==> src/rtl/block_chk_pkg.sv <==
// Shared types and character constants for the begin/end nesting checker.
// Both the word matcher and the depth tracker import this package.
package block_chk_pkg;

    typedef enum logic [3:0] {
        WS_SEP   = 4'd0,
        WS_B     = 4'd1,
        WS_BE    = 4'd2,
        WS_BEG   = 4'd3,
        WS_BEGI  = 4'd4,
        WS_BEGIN = 4'd5,
        WS_E     = 4'd6,
        WS_EN    = 4'd7,
        WS_END   = 4'd8,
        WS_OTHER = 4'd9
    } word_state_e;

    typedef enum logic [1:0] {
        NONE     = 2'd0,
        KW_BEGIN = 2'd1,
        KW_END   = 2'd2
    } kw_class_e;

    localparam logic [7:0] CH_SPACE = 8'h20;
    localparam logic [7:0] CH_B_UC  = 8'h42;
    localparam logic [7:0] CH_B_LC  = 8'h62;
    localparam logic [7:0] CH_E_UC  = 8'h45;
    localparam logic [7:0] CH_E_LC  = 8'h65;
    localparam logic [7:0] CH_G_UC  = 8'h47;
    localparam logic [7:0] CH_G_LC  = 8'h67;
    localparam logic [7:0] CH_I_UC  = 8'h49;
    localparam logic [7:0] CH_I_LC  = 8'h69;
    localparam logic [7:0] CH_N_UC  = 8'h4E;
    localparam logic [7:0] CH_N_LC  = 8'h6E;
    localparam logic [7:0] CH_D_UC  = 8'h44;
    localparam logic [7:0] CH_D_LC  = 8'h64;

    // Lowercase always matches; uppercase only when case-insensitive.
    function automatic logic char_is(input logic [7:0] ch,
                                     input logic [7:0] uc,
                                     input logic [7:0] lc,
                                     input logic       case_sens);
        return (ch == lc) || (!case_sens && (ch == uc));
    endfunction

endpackage

==> src/rtl/block_nest_checker_if.sv <==
// Character stream into the keyword matcher and its pending-word report back.
// The checker drives the character side; the matcher drives the report.
interface block_nest_checker_if;
    import block_chk_pkg::*;

    logic       in_valid;
    logic [7:0] in;
    kw_class_e  pend_class;
    logic       commit;

    modport master (output in_valid, in, input pend_class, commit);
    modport slave  (input in_valid, in, output pend_class, commit);

endinterface

==> src/rtl/block_nest_checker_kw_matcher.sv <==
// Word FSM: follows the "begin"/"end" prefixes character by character and
// raises a commit strobe when a separator closes a non-empty word.
module kw_matcher
    import block_chk_pkg::*;
#(
    parameter int CASE_SENS = 0
) (
    input  logic                 clk,
    input  logic                 reset,
    block_nest_checker_if.slave  kw
);

    localparam logic CS = (CASE_SENS != 0) ? 1'b1 : 1'b0;

    word_state_e state_q;
    word_state_e state_d;
    kw_class_e   pend_s;
    logic        is_sep_s;

    assign is_sep_s = (kw.in == CH_SPACE);

    // Next word state; any miss, or a letter after a full keyword, lands in OTHER.
    always_comb begin
        state_d = state_q;
        if (!kw.in_valid) begin
            state_d = state_q;
        end else if (is_sep_s) begin
            state_d = WS_SEP;
        end else begin
            case (state_q)
                WS_SEP: begin
                    if (char_is(kw.in, CH_B_UC, CH_B_LC, CS)) begin
                        state_d = WS_B;
                    end else if (char_is(kw.in, CH_E_UC, CH_E_LC, CS)) begin
                        state_d = WS_E;
                    end else begin
                        state_d = WS_OTHER;
                    end
                end
                WS_B:    state_d = char_is(kw.in, CH_E_UC, CH_E_LC, CS) ? WS_BE    : WS_OTHER;
                WS_BE:   state_d = char_is(kw.in, CH_G_UC, CH_G_LC, CS) ? WS_BEG   : WS_OTHER;
                WS_BEG:  state_d = char_is(kw.in, CH_I_UC, CH_I_LC, CS) ? WS_BEGI  : WS_OTHER;
                WS_BEGI: state_d = char_is(kw.in, CH_N_UC, CH_N_LC, CS) ? WS_BEGIN : WS_OTHER;
                WS_E:    state_d = char_is(kw.in, CH_N_UC, CH_N_LC, CS) ? WS_EN    : WS_OTHER;
                WS_EN:   state_d = char_is(kw.in, CH_D_UC, CH_D_LC, CS) ? WS_END   : WS_OTHER;
                default: state_d = WS_OTHER;
            endcase
        end
    end

    // Word state register with synchronous active-low reset.
    always_ff @(posedge clk) begin
        if (!reset) begin
            state_q <= WS_SEP;
        end else begin
            state_q <= state_d;
        end
    end

    // Classify the word currently being assembled.
    always_comb begin
        pend_s = NONE;
        case (state_q)
            WS_BEGIN: pend_s = KW_BEGIN;
            WS_END:   pend_s = KW_END;
            default:  pend_s = NONE;
        endcase
    end

    assign kw.pend_class = pend_s;
    assign kw.commit     = kw.in_valid && is_sep_s && (state_q != WS_SEP);

endmodule

==> src/flat_wrapper.sv <==
// flat-port wrapper written by rule: the top's interface ports become plain ports
module kw_matcher_flat import block_chk_pkg::*;
#(
    parameter int CASE_SENS = 0
)
  (clk, reset, kw_in_valid, kw_in, kw_pend_class, kw_commit);
  block_nest_checker_if kw_i ();
  input  logic clk;
  input  logic reset;
  input wire logic [$bits(kw_i.in_valid)-1:0] kw_in_valid;
  input wire logic [$bits(kw_i.in)-1:0] kw_in;
  output wire logic [$bits(kw_i.pend_class)-1:0] kw_pend_class;
  output wire logic [$bits(kw_i.commit)-1:0] kw_commit;
  assign kw_i.in_valid = kw_in_valid;
  assign kw_i.in = kw_in;
  assign kw_pend_class = kw_i.pend_class;
  assign kw_commit = kw_i.commit;
  kw_matcher #(.CASE_SENS(CASE_SENS)) u_core (.clk(clk), .reset(reset), .kw(kw_i));
endmodule
==> config.mk <==
export PLATFORM = sky130hd
export DESIGN_NAME = kw_matcher_flat
export DESIGN_NICKNAME = d
export VERILOG_FILES = /design/src/rtl/block_chk_pkg.sv /design/src/rtl/block_nest_checker_if.sv /design/src/rtl/block_nest_checker_kw_matcher.sv /design/src/flat_wrapper.sv
export SDC_FILE = /design/constraint.sdc
export NUM_CORES = 1
export LEC_CHECK = 0
export BUFFER_PORTS_ARGS = -buffer_cell sky130_fd_sc_hd__buf_2
export CAP_MARGIN = 20
export CELL_PAD_IN_SITES_DETAIL_PLACEMENT = 0
export CELL_PAD_IN_SITES_GLOBAL_PLACEMENT = 1
export CORE_AREA = 5 5 42 44
export CTS_BUF_LIST = sky130_fd_sc_hd__clkbuf_4
export CTS_CLUSTER_DIAMETER = 40
export DETAILED_ROUTE_END_ITERATION = 6
export DIE_AREA = 0 0 47 49
export PLACE_DENSITY_LB_ADDON = 0.1
export SETUP_SLACK_MARGIN = 0.4
export SLEW_MARGIN = 25
export SYNTH_ARGS = -nofsm -noshare
export SYNTH_HDL_FRONTEND = slang
export SYNTH_SLANG_ARGS = --single-unit
==> constraint.sdc <==
create_clock -name clk -period 5.3 [get_ports clk]
set_input_delay 1.59 -clock clk [delete_from_list [all_inputs] [get_ports clk]]
set_output_delay 1.59 -clock clk [all_outputs]
set_load 0.01 [all_outputs]
Yosys cells after proc, flatten, opt, wreduce, memory -nomap -nowiden
Cells that the tools add are included.
Operators by class
  eq/ne operators: 21
  multiplexer cells: 11
  reduce and logical (&&, ||, !) cells: 10
Operator list (count)
  $eq A8 B7 Y1 const B: 12
  $mux W4: 8
  $pmux W4 S7: 1
  $eq A4 B3 Y1 const B: 4
  $eq A4 B2 Y1 const B: 2
  $eq A8 B6 Y1 const B: 1
  $logic_or A1 B1 Y1: 6
  $eq A4 B1 Y1 const B: 1
  $eq A4 B4 Y1 const B: 1
  $logic_not A4 Y1: 1
  $pmux W2 S2: 1
  $reduce_bool A4 Y1: 1
  $logic_and A1 B1 Y1: 2
  $mux W1: 1
Word-level totals
  register bits after elaboration: 4

Logic depth before layout (Yosys ltp)
  word-level depth: 6
  mapped depth: 5
  mapped depth without buffers: 4

Worst setup path after synthesis
No wires, ideal clock.
  path kind: in2out
  from: input port kw_in[0]
  to: output port kw_commit
  data arrival time: 2713 ps
  data required time: 3710 ps
  setup slack: 997 ps
  cell stages on the path: 4
  buffers on the path: 0
  cell sequence: or4_1 nor4_2 nand2_1 nor2_1
Between the ends
  cells in the longest elaborated chain, start to end: 3
Ends and longest elaborated chain
  start, declared: RTL line flat_wrapper.sv:11  | input wire logic [$bits(kw_i.in)-1:0] kw_in;
  $eq A8 B6 Y1: RTL line block_nest_checker_kw_matcher.sv:20  | assign is_sep_s = (kw.in == CH_SPACE);
  $logic_and A1 B1 Y1 (2 in series): RTL line block_nest_checker_kw_matcher.sv:71  | assign kw.commit = kw.in_valid && is_sep_s && (state_q != WS_SEP);
  end, declared: RTL line flat_wrapper.sv:13  | output wire logic [$bits(kw_i.commit)-1:0] kw_commit;
No other way between the ends.

Final worst setup path
Ends and elaborated chain as after synthesis.

==> reports/qor.csv <==
stage;metric;value;unit
hold_path;hold_path_class;register to register;
floorplan;core;0.00140;mm^2
logic_synthesis;synthArstFlopShare;0;%
worst_setup_path;path_buf_inv;2;
logic_synthesis;synth_top_cell_by_area;dfxtp_1;
placement;dpl.hpwl;985;um
pwr;power;0.100;mW
worst_setup_path;endpoint;kw_commit;
pwr;p_per_area;184;mW/mm^2
worst_setup_path;rr_startpoint;u_core.state_q[1];
sta;finalCriticalPeriod;4540;ps
worst_setup_path;cp_slowest_cell;or4_1;
placement;portBuffers;13;
worst_setup_path;arrival;2950;ps
sta;finalHoldViolCount;0;
worst_setup_path;worstSetupPathType;input port to output port;
global_routing;track_usage;11.7;%
logic_synthesis;synth-edff-count;0;
cts;cts_setup_buffers;0;
routing;ant_nets;0;
sta;tightest_slew;443;ps
sta;timing.setup.tns;0;ps
sta;drv_slew;0;
finish;fin_nets;89;
worst_setup_path;slowest_delay;550;ps
worst_setup_path;rrSetupSlack;3880;ps
sta;setup_slack;759;ps
finish;syn2layout_area_growth;19.5;%
logic_synthesis;synth_area_leaders;dfxtp_1 (18%), nand4b_1 (7.7%), nor3_1 (7.7%);
cts;cts_root_buf;clkbuf_4;
routing;viasPerCell;5.88;
logic_synthesis;synth_area;455;um^2
routing;wl_met3;71;um
status;status;completed;
routing;firstDrtPassIters;3;
floorplan;die_w;47;um
logic_synthesis;ys_seq_area_share;17.6;%
placement;placed_cells;89;
pwr;leakagePower;0.193;nW
finish;diodes;0;
worst_setup_path;r2r_cells;4;
routing;wl_per_cell;14.3;um
logic_synthesis;ys_ff_latch;4;
routing;met2_wirelength;589;um
sta;rsz0062_at_grt;false;
finish;fin_cells;92;
pwr;vdd_drop_max;129;uV
routing;wl;1.31;mm
finish;drive_above_1_share;22.4;%
worst_setup_path;worstSetupEndpointType;output port;
cts;postCtsHoldBufs;0;
finish;fin_util;38.8;%
global_routing;grt_pass1_wl;2.08;mm
finish;fillers;173;
floorplan;ios;14;
global_routing;grt_pass1_vias;475;
logic_synthesis;synth_top_area_share;17.6;%
logic_synthesis;syn_area_per_cell;7.01;um^2
worst_setup_path;required;3710;ps
logic_synthesis;synth_nets;76;
finish;multiInputGateArea;342;um^2
worst_setup_path;worst_r2r_endpoint;u_core.state_q[3];
finish;reg.largest.list;u_core.state_q (4);
routing;m1WireLength;653;um
floorplan;die-height;49;um
cts;clk_latency;230;ps
logic_synthesis;syn-instance-count;65;
routing;top_layer;met3;
logic_synthesis;synth.distinct_cells;28;
global_routing;antenna_found_initial;0;
logic_synthesis;synth_ff_type;dfxtp_1;
global_routing;overflow;0;
finish;largest-register;u_core.state_q;
worst_setup_path;path_cells;buf_2 -> or4_1 -> nor4_2 -> nand2_1 -> nor2_1 -> buf_2;
finish;layout_commonest_cell;buf_2;
global_routing;grt_max_degree;13;
sta;fmax;220;MHz
finish;final-seq-area;80.1;um^2
worst_setup_path;critPathMaxFanout;4;
routing;drc;0;
finish;layout_common_cells;buf_2 (13), nor3_1 (7), a21oi_1 (5);
floorplan;row_count;14;
routing;drt_iter0_drc;10;
floorplan;die-area;0.00230;mm^2
run;maxCapViolCount;0;
cts;clkTransAtPathRegs;40;ps
sta;period_share;85.7;%
worst_setup_path;cp_top_family;simple AND/OR/NAND/NOR gates;
worst_setup_path;critPathLaunch;kw_in[0];
cts;post_cts_resized;0;
placement;pre_cts_ws;748;ps
cts;numCtsBuffers;3;
worst_setup_path;worst_path_most_repeated_cell;buf_2;
cts;htree_num_levels;1;
sta;skew;1.92;ps
cts;clk_path_buf_depth;2;
logic_synthesis;yosys_warnings;0;
floorplan;initial_utilization;32.5;%
worst_setup_path;cp_num_cells;6;
sta;setup_violations;0;
sta;slew_headroom;70.2;%
cts;tritoncts;built;
finish;largest_register_ffs;4;
cts;cts_sinks;4;
worst_setup_path;startpoint_type;input port;
routing;vias;541;
placement;place_congestion;0.758;
## synth_stat cells (all sizes together), types with 3 or more instances
library cell / number
nor3: 7
a21oi: 5
clkbuf: 5
dfxtp: 4
inv: 4
nand2: 4
nand4b: 4
o21ai: 4
nand2b: 3
nor4: 3
## where the power goes
part / internal (mW) / leakage [nW] / switching, mW
clock: 0.0253 / 0.0138 / 0.0114
combinational: 0.0127 / 0.147 / 0.0135
sequential: 0.0322 / 0.0328 / 0.00537
total: 0.0701 / 0.193 / 0.0303
## worst min-delay path by stage
stage	endpoint	slack, ps	cells past startpoint	from
3_5_place_dp	u_core.state_q[2]	650	2	u_core.state_q[2]
5_1_grt	u_core.state_q[2]	690	2	u_core.state_q[2]
4_1_cts	u_core.state_q[2]	660	2	u_core.state_q[2]
3_3_place_gp	u_core.state_q[2]	650	2	u_core.state_q[2]
2_1_floorplan	u_core.state_q[1]	590	4	u_core.state_q[1]
6_report	u_core.state_q[2]	650	2	u_core.state_q[2]
## per-layer routing
| layer | vias to the layer above | track usage (%) |
|---|---|---|
| li1 | 279 | - |
| met1 | 248 | 17.6 |
| met2 | 14 | 16.7 |
| met3 | 0 | 4.43 |
| met4 | 0 | 0 |
| met5 | - | 0 |
## worst reg2reg max path, delay by kind of cell, from the launching register on
| kind | cells | cell delay [ps] |
|---|---|---|
| flops | 1 | 540 |
| compound gates | 2 | 340 |
| simple gates | 2 | 480 |
## logic make-up after synthesis
kind of cell	synth area share, %
buffers and inverters	7.42
AO/OA/AOI/OAI	28.0
flip-flops	17.6
AND/OR/NAND/NOR	47.0
## cell type report
class,instances,share of cell area (%)
multi-input combinational,52,62.8
sequential,4,14.7
timing repair buffer,13,12.0
clock buffer,3,4.14
tap,16,3.68
inverter,4,2.76
## stage by stage
| stage | area (um^2) | hold WS [ps] |
|---|---|---|
| finish | 544 | 653 |
| CTS | 544 | 659 |
| global route | 544 | 692 |
| floorplan | 455 | 594 |
| detailed placement | 522 | 646 |
| global placement | 522 | 655 |
No activity file was read; power rests on OpenSTA's default activity.
